[src/rtl/pacman_sound_pkg.sv]
// pacman_sound_pkg: state type and defaults shared by the effect ROM sequencers
package pacman_sound_pkg;
  typedef enum logic [2:0] {IDLE, ADDR, WAIT, PLAY, FIN} state_e;
  localparam int DEF_END_CODE = 511;
  localparam int DEF_STEP_CYCLES = 50000;
  localparam int DEF_PERIOD_SCALE = 64;
endpackage

[src/rtl/pacman_tone_gen.sv]
// pacman_tone_gen: square wave with a half-period of period_i*SCALE clocks
module pacman_tone_gen #(
  parameter int DATA_W = 9,
  parameter int SCALE = 64
) (
  input  logic              clk,
  input  logic              rst,
  input  logic              en_i,
  input  logic              clear_i,
  input  logic              mute_i,
  input  logic [DATA_W-1:0] period_i,
  output logic              tone_o
);
  localparam int SH = $clog2(SCALE);
  localparam int CW = DATA_W + SH;
  logic [CW-1:0] cnt_q, lim;
  logic tone_q;
  assign lim = (CW'(period_i) << SH) - CW'(1);
  always_ff @(posedge clk or posedge rst)
    if (rst) begin
      cnt_q <= '0;
      tone_q <= 1'b0;
    end else if (mute_i) begin
      cnt_q <= '0;
      tone_q <= 1'b0;
    end else if (clear_i) begin
      cnt_q <= '0;
    end else if (en_i) begin
      cnt_q <= (period_i == '0 || cnt_q == lim) ? '0 : cnt_q + CW'(1);
      tone_q <= (period_i == '0) ? 1'b0 : tone_q ^ (cnt_q == lim);
    end
  // a zero period silences the pin for the whole entry, including its first cycle
  assign tone_o = tone_q & |period_i;
endmodule

[src/rtl/pacman_sound_seq.sv]
// pacman_sound_seq: walks a sound-effect ROM, holding each half-period entry for STEP_CYCLES clocks
module pacman_sound_seq import pacman_sound_pkg::*; #(
  parameter int ADDR_W = 10,
  parameter int DATA_W = 9,
  parameter int END_CODE = DEF_END_CODE,
  parameter int STEP_CYCLES = DEF_STEP_CYCLES,
  parameter int PERIOD_SCALE = DEF_PERIOD_SCALE
) (
  input  logic              clk,
  input  logic              rst,
  input  logic              start_i,
  input  logic              stop_i,
  output logic [ADDR_W-1:0] rom_addr_o,
  input  logic [DATA_W-1:0] rom_data_i,
  output logic              busy_o,
  output logic              done_o,
  output logic [DATA_W-1:0] tone_period_o,
  output logic              tone_out_o
);
  localparam int SW = $clog2(STEP_CYCLES + 1);
  state_e state_q;
  logic [SW-1:0] step_q;
  logic [ADDR_W-1:0] addr_q;
  logic [DATA_W-1:0] period_q;
  logic busy_q, done_q, kill, is_end;
  assign kill = stop_i && state_q != IDLE;
  assign is_end = rom_data_i == DATA_W'(END_CODE);
  always_ff @(posedge clk or posedge rst)
    if (rst) begin
      state_q <= IDLE;
      step_q <= '0;
      addr_q <= '0;
      period_q <= '0;
      busy_q <= 1'b0;
      done_q <= 1'b0;
    end else if (kill) begin
      state_q <= IDLE;
      busy_q <= 1'b0;
      done_q <= 1'b0;
    end else if (start_i) begin
      state_q <= ADDR;
      addr_q <= '0;
      step_q <= '0;
      busy_q <= 1'b1;
      done_q <= 1'b0;
    end else begin
      case (state_q)
        IDLE: ;
        ADDR: state_q <= WAIT;
        WAIT: begin
          state_q <= is_end ? FIN : PLAY;
          done_q <= is_end;
          step_q <= '0;
          if (!is_end) period_q <= rom_data_i;
        end
        PLAY:
          if (step_q == SW'(STEP_CYCLES - 1)) begin
            step_q <= '0;
            state_q <= &addr_q ? FIN : ADDR;
            done_q <= &addr_q;
            if (!(&addr_q)) addr_q <= addr_q + ADDR_W'(1);
          end else begin
            step_q <= step_q + SW'(1);
          end
        FIN: begin
          state_q <= IDLE;
          busy_q <= 1'b0;
          done_q <= 1'b0;
        end
        default: state_q <= IDLE;
      endcase
    end
  // restart keeps the tone level; only going idle silences it
  pacman_tone_gen #(.DATA_W(DATA_W), .SCALE(PERIOD_SCALE)) u_tone (
    .clk(clk),
    .rst(rst),
    .en_i(state_q == PLAY),
    .clear_i(start_i || state_q == WAIT),
    .mute_i(kill || (state_q == FIN && !start_i)),
    .period_i(period_q),
    .tone_o(tone_out_o)
  );
  assign rom_addr_o = addr_q;
  assign busy_o = busy_q;
  assign done_o = done_q;
  assign tone_period_o = period_q;
endmodule
[config.mk]
export PLATFORM = sky130hd
export DESIGN_NAME = pacman_sound_seq
export DESIGN_NICKNAME = d
export VERILOG_FILES = /design/src/rtl/pacman_sound_pkg.sv /design/src/rtl/pacman_tone_gen.sv /design/src/rtl/pacman_sound_seq.sv
export SDC_FILE = /design/constraint.sdc
export NUM_CORES = 1
export LEC_CHECK = 0
export CORE_MARGIN = 10
export CORE_UTILIZATION = 60
export CTS_BUF_LIST = sky130_fd_sc_hd__clkbuf_8
export CTS_CLUSTER_DIAMETER = 40
export DETAILED_ROUTE_END_ITERATION = 12
export PLACE_DENSITY_LB_ADDON = 0.05
export SYNTH_ARGS = -nofsm -noshare
export SYNTH_HDL_FRONTEND = slang
export SYNTH_SLANG_ARGS = --single-unit
export TNS_END_PERCENT = 20
[constraint.sdc]
create_clock -name clk -period 4.7 [get_ports clk]
set_clock_uncertainty 0.15 [all_clocks]
set_input_delay 0.47 -clock clk [delete_from_list [all_inputs] [get_ports clk]]
set_output_delay 0.47 -clock clk [all_outputs]
set_load 0.05 [all_outputs]
# Word level (Yosys, flattened, before mapping)
# Cells that the tools add are included.
# op_classes
addsub	4
reduce_logical	24
muxes	28
bitwise	5
eq_ne	11
# op_table
operator	count
$mux 15	4
$mux 10	4
$mux 16	2
$pmux 16 s2	1
$add 16x1->16 const B	1
$eq 16x16->1 const B	1
$add 15x1->15 const B	1
$eq 15x15->1	1
$mux 3	5
$sub 15x1->15 const B	1
$pmux 3 s4	1
$reduce_bool 3->1	4
$add 10x1->10 const B	1
$mux 1	10
$reduce_and 10->1	1
$eq 9x9->1 const B	1
$logic_not 9->1	1
$reduce_or 9->1	1
$reduce_and 2->1	4
$reduce_and 4->1	2
$eq 3x2->1 const B	2
$reduce_bool 2->1	3
$reduce_bool 5->1	1
$ne 2x2->1 const B	2
12 further kinds	17
# word_totals
wordCells	80
out_inout_bits	22
in_bits	13
ff_bits	56

# Depth between registers and ports, before layout
# Gate-level depths: netlist of the first run.
# depth
depth_word	7
depth_mapped	9

# Cells and area by module
# From an unflattened synthesis of the first run, not the netlist that was laid out.
# hier_totals
hier_cells	385
area_unflattened_um2	3429.5
# by_module_without_submodules
mod	area_per_inst_um2	instances	cells_each
pacman_sound_seq	2179.6	1	238
pacman_tone_gen	1249.9	1	147

# Worst setup path before layout of the first run
# OpenSTA, ideal clock, no wires.
# synth_timing
path_kind	register to register
start	register period_q[0], in the netlist tone_period_o[0]
end	register u_tone.cnt_q[6]
t_arrival_ns	2.445
path_slack_ns	1.986
required_ns	4.431
period_less_slack_ns	2.714
setup_time_ns	0.119
path_stages_with_launch	10
cell_sequence	dfrtp_1 -> inv_1 -> ha_1 -> o21ba_1 -> a221oi_1 -> a41oi_1 -> or4_4 -> o21ai_4 -> buf_12 -> o21ai_2
# synth_via
elab_chain_cells	7
# synth_lines
element	line_no	source
from (decl)	pacman_sound_seq.sv:24	logic [DATA_W-1:0] period_q;
from (signal assigned)	pacman_sound_seq.sv:54	if (!is_end) period_q <= rom_data_i;
$sub 15x1->15	pacman_tone_gen.sv:18	assign lim = (CW'(period_i) << SH) - CW'(1);
$eq 15x15->1	pacman_tone_gen.sv:29	cnt_q <= (period_i == '0 || cnt_q == lim) ? '0 : cnt_q + CW'(1);
$logic_or 1x1->1 (*)	pacman_tone_gen.sv:29	
$mux 15 (*)	pacman_tone_gen.sv:29	
$mux 15 (*)	pacman_tone_gen.sv:28	end else if (en_i) begin
$mux 15 (*)	pacman_tone_gen.sv:26	end else if (clear_i) begin
$mux 15 (*)	pacman_tone_gen.sv:23	end else if (mute_i) begin
to (signal assigned)	pacman_tone_gen.sv:29	
to (decl)	pacman_tone_gen.sv:16	logic [CW-1:0] cnt_q, lim;
# Every way passes the cells marked *; elsewhere a longest branch is shown, timed or not. The select of a mux whose other input is x is not followed.
# A chain may end at the register's enable or synchronous reset.

# Worst setup path after layout of the first run
# layout_timing
start	register period_q[0], in the netlist tone_period_o[0]
end	output port tone_out_o
# layout_via
elab_chain_cells	2
# layout_lines
element	line_no	source
$reduce_or 9->1	pacman_tone_gen.sv:33	assign tone_o = tone_q & |period_i;
$and 1x1->1	pacman_tone_gen.sv:33	
to (decl)	pacman_sound_seq.sv:18	output logic tone_out_o
# No other way between the ends.

==> results_dict.tcl, run 1 <==
set metrics [dict create \
    status "finished clean" \
    ys_types 64 \
    initial_utilization_pct 62.0 \
    synth_fa_ha_area_share_pct 1.47 \
    final_util_pct 69.8 \
    p_leak_nw 1.63 \
    grt_max_degree 57 \
    layout_commonest_cell "dfrtp_1" \
    power.total_mw 1.24 \
    synth_mux_area_share_pct 3.96 \
    clkLatencyLatePin_ps 320 \
    cts_buffer_depth 2 \
    synth_top_family_by_area "simple AND/OR/NAND/NOR gates" \
    slew_violations 0 \
    rsz0062_at_grt "false" \
    cts_buffers 5 \
    seqCellArea_sq_um 1400 \
    clkSinkCount 56 \
    pin_count 35 \
    cpPeakStageDelay_ps 840 \
    synthesis.area_sq_um 3410 \
    grt_pass1_vias 2726 \
    die_width_um 95.4 \
    die_y_um 95.4 \
    synthSimpleGateAreaFrac_pct 24.4 \
    hp-class "flop to flop" \
    core_area_sq_um 5510 \
    worstPathArrival_ps 2420 \
    clk_pin_slew_ps 100 \
    power.density_nw_per_um2 323 \
    port_buffers 34 \
    place_hpwl_um 5280 \
    grt-ovfl-total 0 \
    fin_crit_ps 3040 \
    synth_compound_area_share_pct 17.9 \
    synth_sequential_area_ratio_pct 41.1 \
    p_seq_share_pct 45.4 \
    place_ws_ps 1550 \
    syn2layout_area_growth_pct 12.5 \
    cts_tree "done" \
    wl_per_cell_um 15.4 \
    p_sw_share_pct 37.1 \
    p_int_uw 781 \
    synth.net_count 397 \
    ctsResizeCount 0 \
    setup-violations-final 0 \
    rows 27 \
    critPathMaxFanout 6 \
    synthXorXnorAreaFrac_pct 6.85 \
    ctsHtreeMaxLevel 2 \
    grt_usage_pct 16.7 \
    drive_above_1_share_pct 9.78 \
    required_ps 4080 \
    ctsHoldBuffers 0 \
    syn-instance-count 380 \
    drc 0 \
    diodes 0 \
    fmax_mhz 329 \
    endpoint_kind "primary output" \
    layout_worst_path_cycle_share_pct 64.7 \
    setup_tns_ps 0 \
    syn_avg_cell_area_sq_um 8.98 \
    fin_ws_ps 1660 \
    drtIter0Drc 143 \
    finalNetCount 425 \
    wirelength_um 7410 \
    max_slew_margin_pct 22.3 \
    cts_root_buf "clkbuf_8" \
    ant_nets 0 \
    via_per_inst 5.93 \
    worstPathCellList "inv_1, ha_1, nand4b_1, nor2_1, nor2b_1, clkdlybuf4s50_1" \
    grt_pass1_wl_um 12600 \
    fill_cells 475 \
    hold_violations 0 \
    firstDrtPassIters 4 \
    ys.flop_type "dfrtp_1" \
    yosysWarnings 0 \
    peakVddDrop_mv 0.211 \
    pwr-share-comb_pct 32.6 \
    mostFrequentLayoutCells "dfrtp_1 (56), nand2_1 (52), o21ai_0 (39)" \
    drv_cap 0 \
    crit_slowest_cell "clkdlybuf4s50_1" \
    tightestPinTransition_ps 1170 \
    path_class "flop to primary output" \
    p_sw_uw 461 \
    vias 2850 \
    clkPwrFrac_pct 22.0 \
    worst_setup_path_start_kind "flop" \
    multiInputGateArea_sq_um 1860 \
    design.die.area_sq_um 9110 \
    antenna_found_initial 0 \
    synth_edf_count 0 \
    synth_seq_cells 56 \
    gp_congestion 0.826 \
    async_flop_share_pct 100 \
    cts_setup_buffers 0 \
]
power by group through the flow:
stage | Combinational (mW) | Clock (mW) | Sequential (mW)
floorplan | 0.198 | 0 | 0.658
global placement | 0.397 | 0 | 0.571
detailed placement | 0.407 | 0 | 0.574
CTS | 0.409 | 0.283 | 0.563
global route | 0.438 | 0.301 | 0.570
finish | 0.405 | 0.273 | 0.563
path summary, 6_finish.rpt:
kind                                   from          endpoint  slack [ps]  depth (start not counted)
max in group asynchronous               rst        state_q[1]        3420                          3
min in group asynchronous               rst   u_tone.cnt_q[4]         500                          3
max                        tone_period_o[0]        tone_out_o        1660                          6
min                           u_tone.tone_q     u_tone.tone_q         370                          2
min reg2reg                   u_tone.tone_q     u_tone.tone_q         370                          2
max reg2reg                tone_period_o[0]  u_tone.cnt_q[10]        1890                          8
synthesized netlist by cell type (all sizes together) (2+ instances only):
cell	instances	area (sq um)
dfrtp	56	1400
o21ai	54	319
nand2	52	195
nor2	30	113
nand3	21	105
a21oi	16	80.1
and3	15	93.8
xor2	14	130
xnor2	11	104
clkbuf	10	37.5
mux2	9	101
inv	8	30.0
nor3	8	45.0
nand4	7	50.1
buf	5	73.8
nor4	5	31.3
o31ai	5	37.5
ha	4	50.1
nor2b	4	25.0
a31oi	3	18.8
and2	3	20.0
and4	3	27.5
mux2i	3	33.8
nand2b	3	18.8
and4b	2	20.0
nor4b	2	17.5
nor4bb	2	20.0
o221ai	2	17.5
worst max-delay path: cells and delay by family (launching register included):
kind                       cells  cell delay, ps
adders and majority gates      1             290
buffers and inverters          2             910
DFF                            1             480
and+or+nand+nor                3             440
cell families after synthesis:
family | Yosys count
fa+ha+maj | 4
buf+inv | 24
mux | 12
flops | 56
simple gates | 163
xor+xnor | 25
compound gates | 96
state kept, by name, indices dropped and copies added, names as in the netlist:
signal and cells:
rom_addr_o 10, u_tone.cnt_q 15, step_q 16, busy_o 1, state_q 3, tone_period_o 9
u_tone.tone_q 1, done_o 1
layer usage:
metal  track usage, %  wire (um)  part of all wire [%]
met1             21.1       3370                    45
met2             28.2       3700                    50
met3             3.69        296                   4.0
met4             4.42         46                  0.62
met5                0          0                     0
metrics by stage:
stage	std cells	cell area, sq um	hold slack [ps]
4_1_cts	481	3840	371
5_1_grt	481	3840	400
3_5_place_dp	473	3750	342
2_1_floorplan	380	3410	311
3_3_place_gp	473	3750	335
6_report	481	3840	374
layout make-up:
cell class                      instances  area share [%]
Clock inverter                          3           0.684
Tap cell                               72            2.35
Timing Repair Buffer                   37            9.45
Multi-Input combinational cell        300            48.5
Inverter                                8           0.782
Clock buffer                            5            1.79
Sequential cell                        56            36.5
No activity file was read; power rests on OpenSTA's default activity.
==> run 2: changes to the inputs <==
--- a/config.mk
+++ b/config.mk
@@ -6,7 +6,7 @@
 export NUM_CORES = 1
 export LEC_CHECK = 0
 export CORE_MARGIN = 10
-export CORE_UTILIZATION = 60
+export CORE_UTILIZATION = 59
 export CTS_BUF_LIST = sky130_fd_sc_hd__clkbuf_8
 export CTS_CLUSTER_DIAMETER = 40
 export DETAILED_ROUTE_END_ITERATION = 12
==> constraint.sdc (replaced) <==
create_clock -name clk -period 3 [get_ports clk]
set_clock_uncertainty 0.15 [all_clocks]
set_input_delay 0.3 -clock clk [delete_from_list [all_inputs] [get_ports clk]]
set_output_delay 0.3 -clock clk [all_outputs]
set_load 0.05 [all_outputs]
==> results_dict.tcl, run 2 (same netlist as run 1, synthesis figures left out) <==
set metrics [dict create \
    worst_setup_path_start_kind "flop" \
    cts_buffer_depth 2 \
    core_area_sq_um 5570 \
    drtIter0Drc 173 \
    grt_pass1_vias 2718 \
    tightestPinTransition_ps 1100 \
    grt_usage_pct 17.3 \
    cts_setup_buffers 0 \
    hp-class "input port to async pin" \
    grt_max_degree 25 \
    drc 0 \
    pin_count 35 \
    rsz0062_at_grt "false" \
    syn2layout_area_growth_pct 15.7 \
    layout_worst_path_cycle_share_pct 90.1 \
    place_hpwl_um 5560 \
    slew_violations 0 \
    cts_buffers 5 \
    grt_pass1_wl_um 13100 \
    clkLatencyLatePin_ps 320 \
    diodes 0 \
    cts_tree "done" \
    mostFrequentLayoutCells "dfrtp_1 (56), nand2_1 (52), o21ai_0 (39)" \
    worstPathArrival_ps 2760 \
    via_per_inst 5.95 \
    gp_congestion 0.856 \
    critPathMaxFanout 14 \
    antenna_found_initial 0 \
    largest_reg_flops 16 \
    path_class "flop to flop" \
    max_slew_margin_pct 26.5 \
    cts_root_buf "clkbuf_8" \
    die_y_um 96.1 \
    port_buffers 34 \
    layout_commonest_cell "dfrtp_1" \
    setup_tns_ps 0 \
    drv_cap 0 \
    design.die.area_sq_um 9230 \
    ctsHtreeMaxLevel 2 \
    required_ps 3060 \
    fin_crit_ps 2700 \
    rr_worst_depth 9 \
    firstDrtPassIters 5 \
    rows 27 \
    grt-ovfl-total 0 \
    fmax_mhz 370 \
    power.density_nw_per_um2 554 \
    die_width_um 96.1 \
    ant_nets 0 \
    clk_pin_slew_ps 110 \
    power.total_mw 2.19 \
    registers.top_by_ff_count "step_q" \
    finalNetCount 430 \
    p_leak_nw 1.68 \
    peakVddDrop_mv 0.368 \
    wirelength_um 7660 \
    hold_violations 0 \
    finalInstanceArea_sq_um 3950 \
    setup-violations-final 0 \
    clkSinkCount 56 \
    placed_area_sq_um 3780 \
    vias 2890 \
    drive_above_1_share_pct 11.1 \
    status "finished clean" \
    wl_per_cell_um 15.8 \
    initial_utilization_pct 61.2 \
    endpoint_kind "flop" \
]
## run 2: cell types whose count changed in the layout (fill, tap and decap cells not counted), sizes merged
| cell | previous run | this run |
|---|---|---|
| buf | 3 | 8 |
| bufinv | 0 | 3 |
| clkdlybuf4s50 | 34 | 33 |
| clkinv | 2 | 0 |
| dlymetal6s2s | 0 | 1 |
| inv | 9 | 8 |
## run 2: worst max-delay path, cell delays in order (launching register included)
cell	delay [ps]
dfrtp_1	480
inv_1	70
ha_1	280
o21ba_1	210
a221oi_1	320
a41oi_1	80
or4_4	480
o21ai_4	150
buf_4	250
o21ai_1	110
## run 2: final cells by class
type,instances,area (sq um)
Timing Repair Buffer,42,403
Tap cell,72,90.1
Inverter,8,30.0
Fill cell,471,1620
Multi-Input combinational cell,300,1870
Clock inverter,3,90.1
Sequential cell,56,1400
Clock buffer,5,68.8
## run 2: final timing paths
kind / from / to / slack [ps]
max: tone_period_o[0] / u_tone.cnt_q[11] / 300
min: rst / step_q[13] / 60
max reg2reg: tone_period_o[0] / u_tone.cnt_q[11] / 300
min reg2reg: rom_addr_o[1] / rom_addr_o[1] / 380
max in group asynchronous: rst / tone_period_o[8] / 2040
min in group clk: rom_addr_o[1] / rom_addr_o[1] / 380
## run 2: timing repair
item / CTS / global route
endpoints found under the setup margin: 0 / 5
gates resized for setup: 0 / 2
hold buffers: 0 / 0
## run 2: through the flow
stage | instances | hold WS, ps | setup WS (ps) | util [%]
floorplan | 380 | 301 | 286 | -
global placement | 478 | 333 | 347 | 67.9
detailed placement | 478 | 348 | 296 | 67.9
CTS | 486 | 66.8 | 113 | 70.7
global route | 486 | 92.7 | 145 | 70.9
finish | 486 | 62.2 | 297 | 70.9
## run 2: power by group
| group | internal [mW] | switching [mW] | total (mW) | leakage, nW |
|---|---|---|---|---|
| Clock | 0.417 | 0.254 | 0.671 | 0.0784 |
| Combinational | 0.250 | 0.386 | 0.636 | 0.847 |
| Sequential | 0.805 | 0.0787 | 0.883 | 0.758 |
| Total | 1.47 | 0.719 | 2.19 | 1.68 |
## run 2: routing by layer
metal	wire length [um]	share of wire, %	vias up	GRT usage (%)
met4	92	1.2	0	5.04
li1	-	-	1428	-
met3	408	5.3	9	3.81
met1	3290	43	1391	21.8
met2	3870	51	62	29.0
met5	0	0	-	0
==> run 3: changes to the inputs <==
--- a/config.mk
+++ b/config.mk
@@ -10,6 +10,7 @@
 export CTS_BUF_LIST = sky130_fd_sc_hd__clkbuf_8
 export CTS_CLUSTER_DIAMETER = 40
 export DETAILED_ROUTE_END_ITERATION = 12
+export MAX_ROUTING_LAYER = met4
 export PLACE_DENSITY_LB_ADDON = 0.05
 export SYNTH_ARGS = -nofsm -noshare
 export SYNTH_HDL_FRONTEND = slang
==> results_dict.tcl, run 3 (same netlist as run 1, synthesis figures left out) <==
set metrics [dict create \
    place_hpwl_um 5560 \
    pin_count 35 \
    path_class "flop to flop" \
    rsz0062_at_grt "false" \
    clkSinkCount 56 \
    ant_nets 0 \
    rows 27 \
    setup-violations-final 0 \
    antenna_found_initial 0 \
    grt_usage_pct 17.8 \
    firstDrtPassIters 4 \
    registers.top_by_ff_count "step_q" \
    fin_ws_ps 297 \
    ctsHtreeMaxLevel 2 \
    power.density_nw_per_um2 554 \
    hp-class "input port to async pin" \
    fmax_mhz 370 \
    cts_buffers 5 \
    syn2layout_area_growth_pct 15.7 \
    setup_tns_ps 0 \
    max_slew_margin_pct 26.1 \
    mostFrequentLayoutCells "dfrtp_1 (56), nand2_1 (52), o21ai_0 (39)" \
    required_ps 3060 \
    slew_violations 0 \
    clkLatencyLatePin_ps 320 \
    finalNetCount 430 \
    die_y_um 96.1 \
    grt_pass1_vias 2717 \
    port_buffers 34 \
    drive_above_1_share_pct 11.1 \
    vias 2876 \
    design.die.area_sq_um 9230 \
    worst_setup_path_start_kind "flop" \
    die_width_um 96.1 \
    fill_cells 471 \
    layout_commonest_cell "dfrtp_1" \
    drv_cap 0 \
    cpPeakStageDelay_ps 480 \
    status "finished clean" \
    core_area_sq_um 5570 \
    cts_tree "done" \
    largest_reg_flops 16 \
    critPathMaxFanout 14 \
    wirelength_um 7640 \
    drtIter0Drc 189 \
    via_per_inst 5.92 \
    initial_utilization_pct 61.2 \
    wl_per_cell_um 15.7 \
    peakVddDrop_mv 0.368 \
    cts_root_buf "clkbuf_8" \
    place_ws_ps 296 \
    drc 0 \
    grt_max_degree 25 \
    layout_worst_path_cycle_share_pct 90.1 \
    fin_crit_ps 2700 \
    cts_buffer_depth 2 \
    p_leak_nw 1.68 \
    endpoint_kind "flop" \
    gp_congestion 0.870 \
    grt-ovfl-total 0 \
    worstPathArrival_ps 2760 \
    tightestPinTransition_ps 1110 \
    diodes 0 \
    worstPathCellList "inv_1, ha_1, o21ba_1, a221oi_1, a41oi_1, or4_4, o21ai_4, buf_4, o21ai_1" \
    ctsHoldBuffers 0 \
    clk_pin_slew_ps 110 \
    grt_pass1_wl_um 13100 \
    hold_violations 0 \
    crit_slowest_cell "or4_4" \
]
==> run 3: cell counts in the layout (fill, tap and decap cells not counted) <==
Identical to the previous run, type by type.
==> run 3: where the power goes <==
group          internal, mW  switching, mW
Combinational         0.250          0.386
Sequential            0.805         0.0786
Clock                 0.417          0.253
==> run 3: worst max-delay path: cells and delay by family (launching register included) <==
| kind | cells | cell delay, ps |
|---|---|---|
| buf+inv | 2 | 320 |
| compound gates | 5 | 860 |
| simple gates | 1 | 480 |
| fa+ha+maj | 1 | 280 |
| flops | 1 | 470 |
==> run 3: area by class of cell <==
cell class,count,area [sq um],area share [%]
inverter,8,30.0,0.760
clock inverter,3,90.1,2.28
timing repair buffer,42,403,10.2
multi-input combinational,300,1870,47.3
clock buffer,5,68.8,1.74
sequential,56,1400,35.5
tap,72,90.1,2.28
==> run 3: routing by layer <==
metal  wire [um]  vias to the layer above  share of wire (%)  global-route usage, %
met5           0                        -                  0                      -
met4          93                        0                1.2                   5.04
met3         313                        9                4.1                   3.19
met2        3920                       58                 51                   29.0
met1        3310                     1382                 43                   22.1
li1            -                     1427                  -                      -
==> run 3: timing repair <==
| item | CTS | global route |
|---|---|---|
| setup endpoints to repair | 0 | 5 |
| resized for setup | 0 | 2 |
| setup buffers | 0 | 0 |
==> run 3: final timing paths <==
check	startpoint	to	slack, ps	cells past startpoint
max in group asynchronous	rst	u_tone.cnt_q[9]	2040	3
max reg2reg	tone_period_o[0]	u_tone.cnt_q[11]	300	9
min reg2reg	rom_addr_o[1]	rom_addr_o[1]	380	2
min in group clk	rom_addr_o[1]	rom_addr_o[1]	380	2
min	rst	step_q[13]	60	2
max	tone_period_o[0]	u_tone.cnt_q[11]	300	9
==> run 3: stage by stage <==
step	total power [mW]	utilization (%)	std cells	cell area (sq um)	hold slack (ps)
after floorplan	1.34	-	380	3410	301
after global placement	1.52	67.9	478	3780	333
after detailed placement	1.54	67.9	478	3780	348
after CTS	2.21	70.7	486	3940	66.8
after global routing	2.29	70.9	486	3950	92.7
final	2.19	70.9	486	3950	62.4
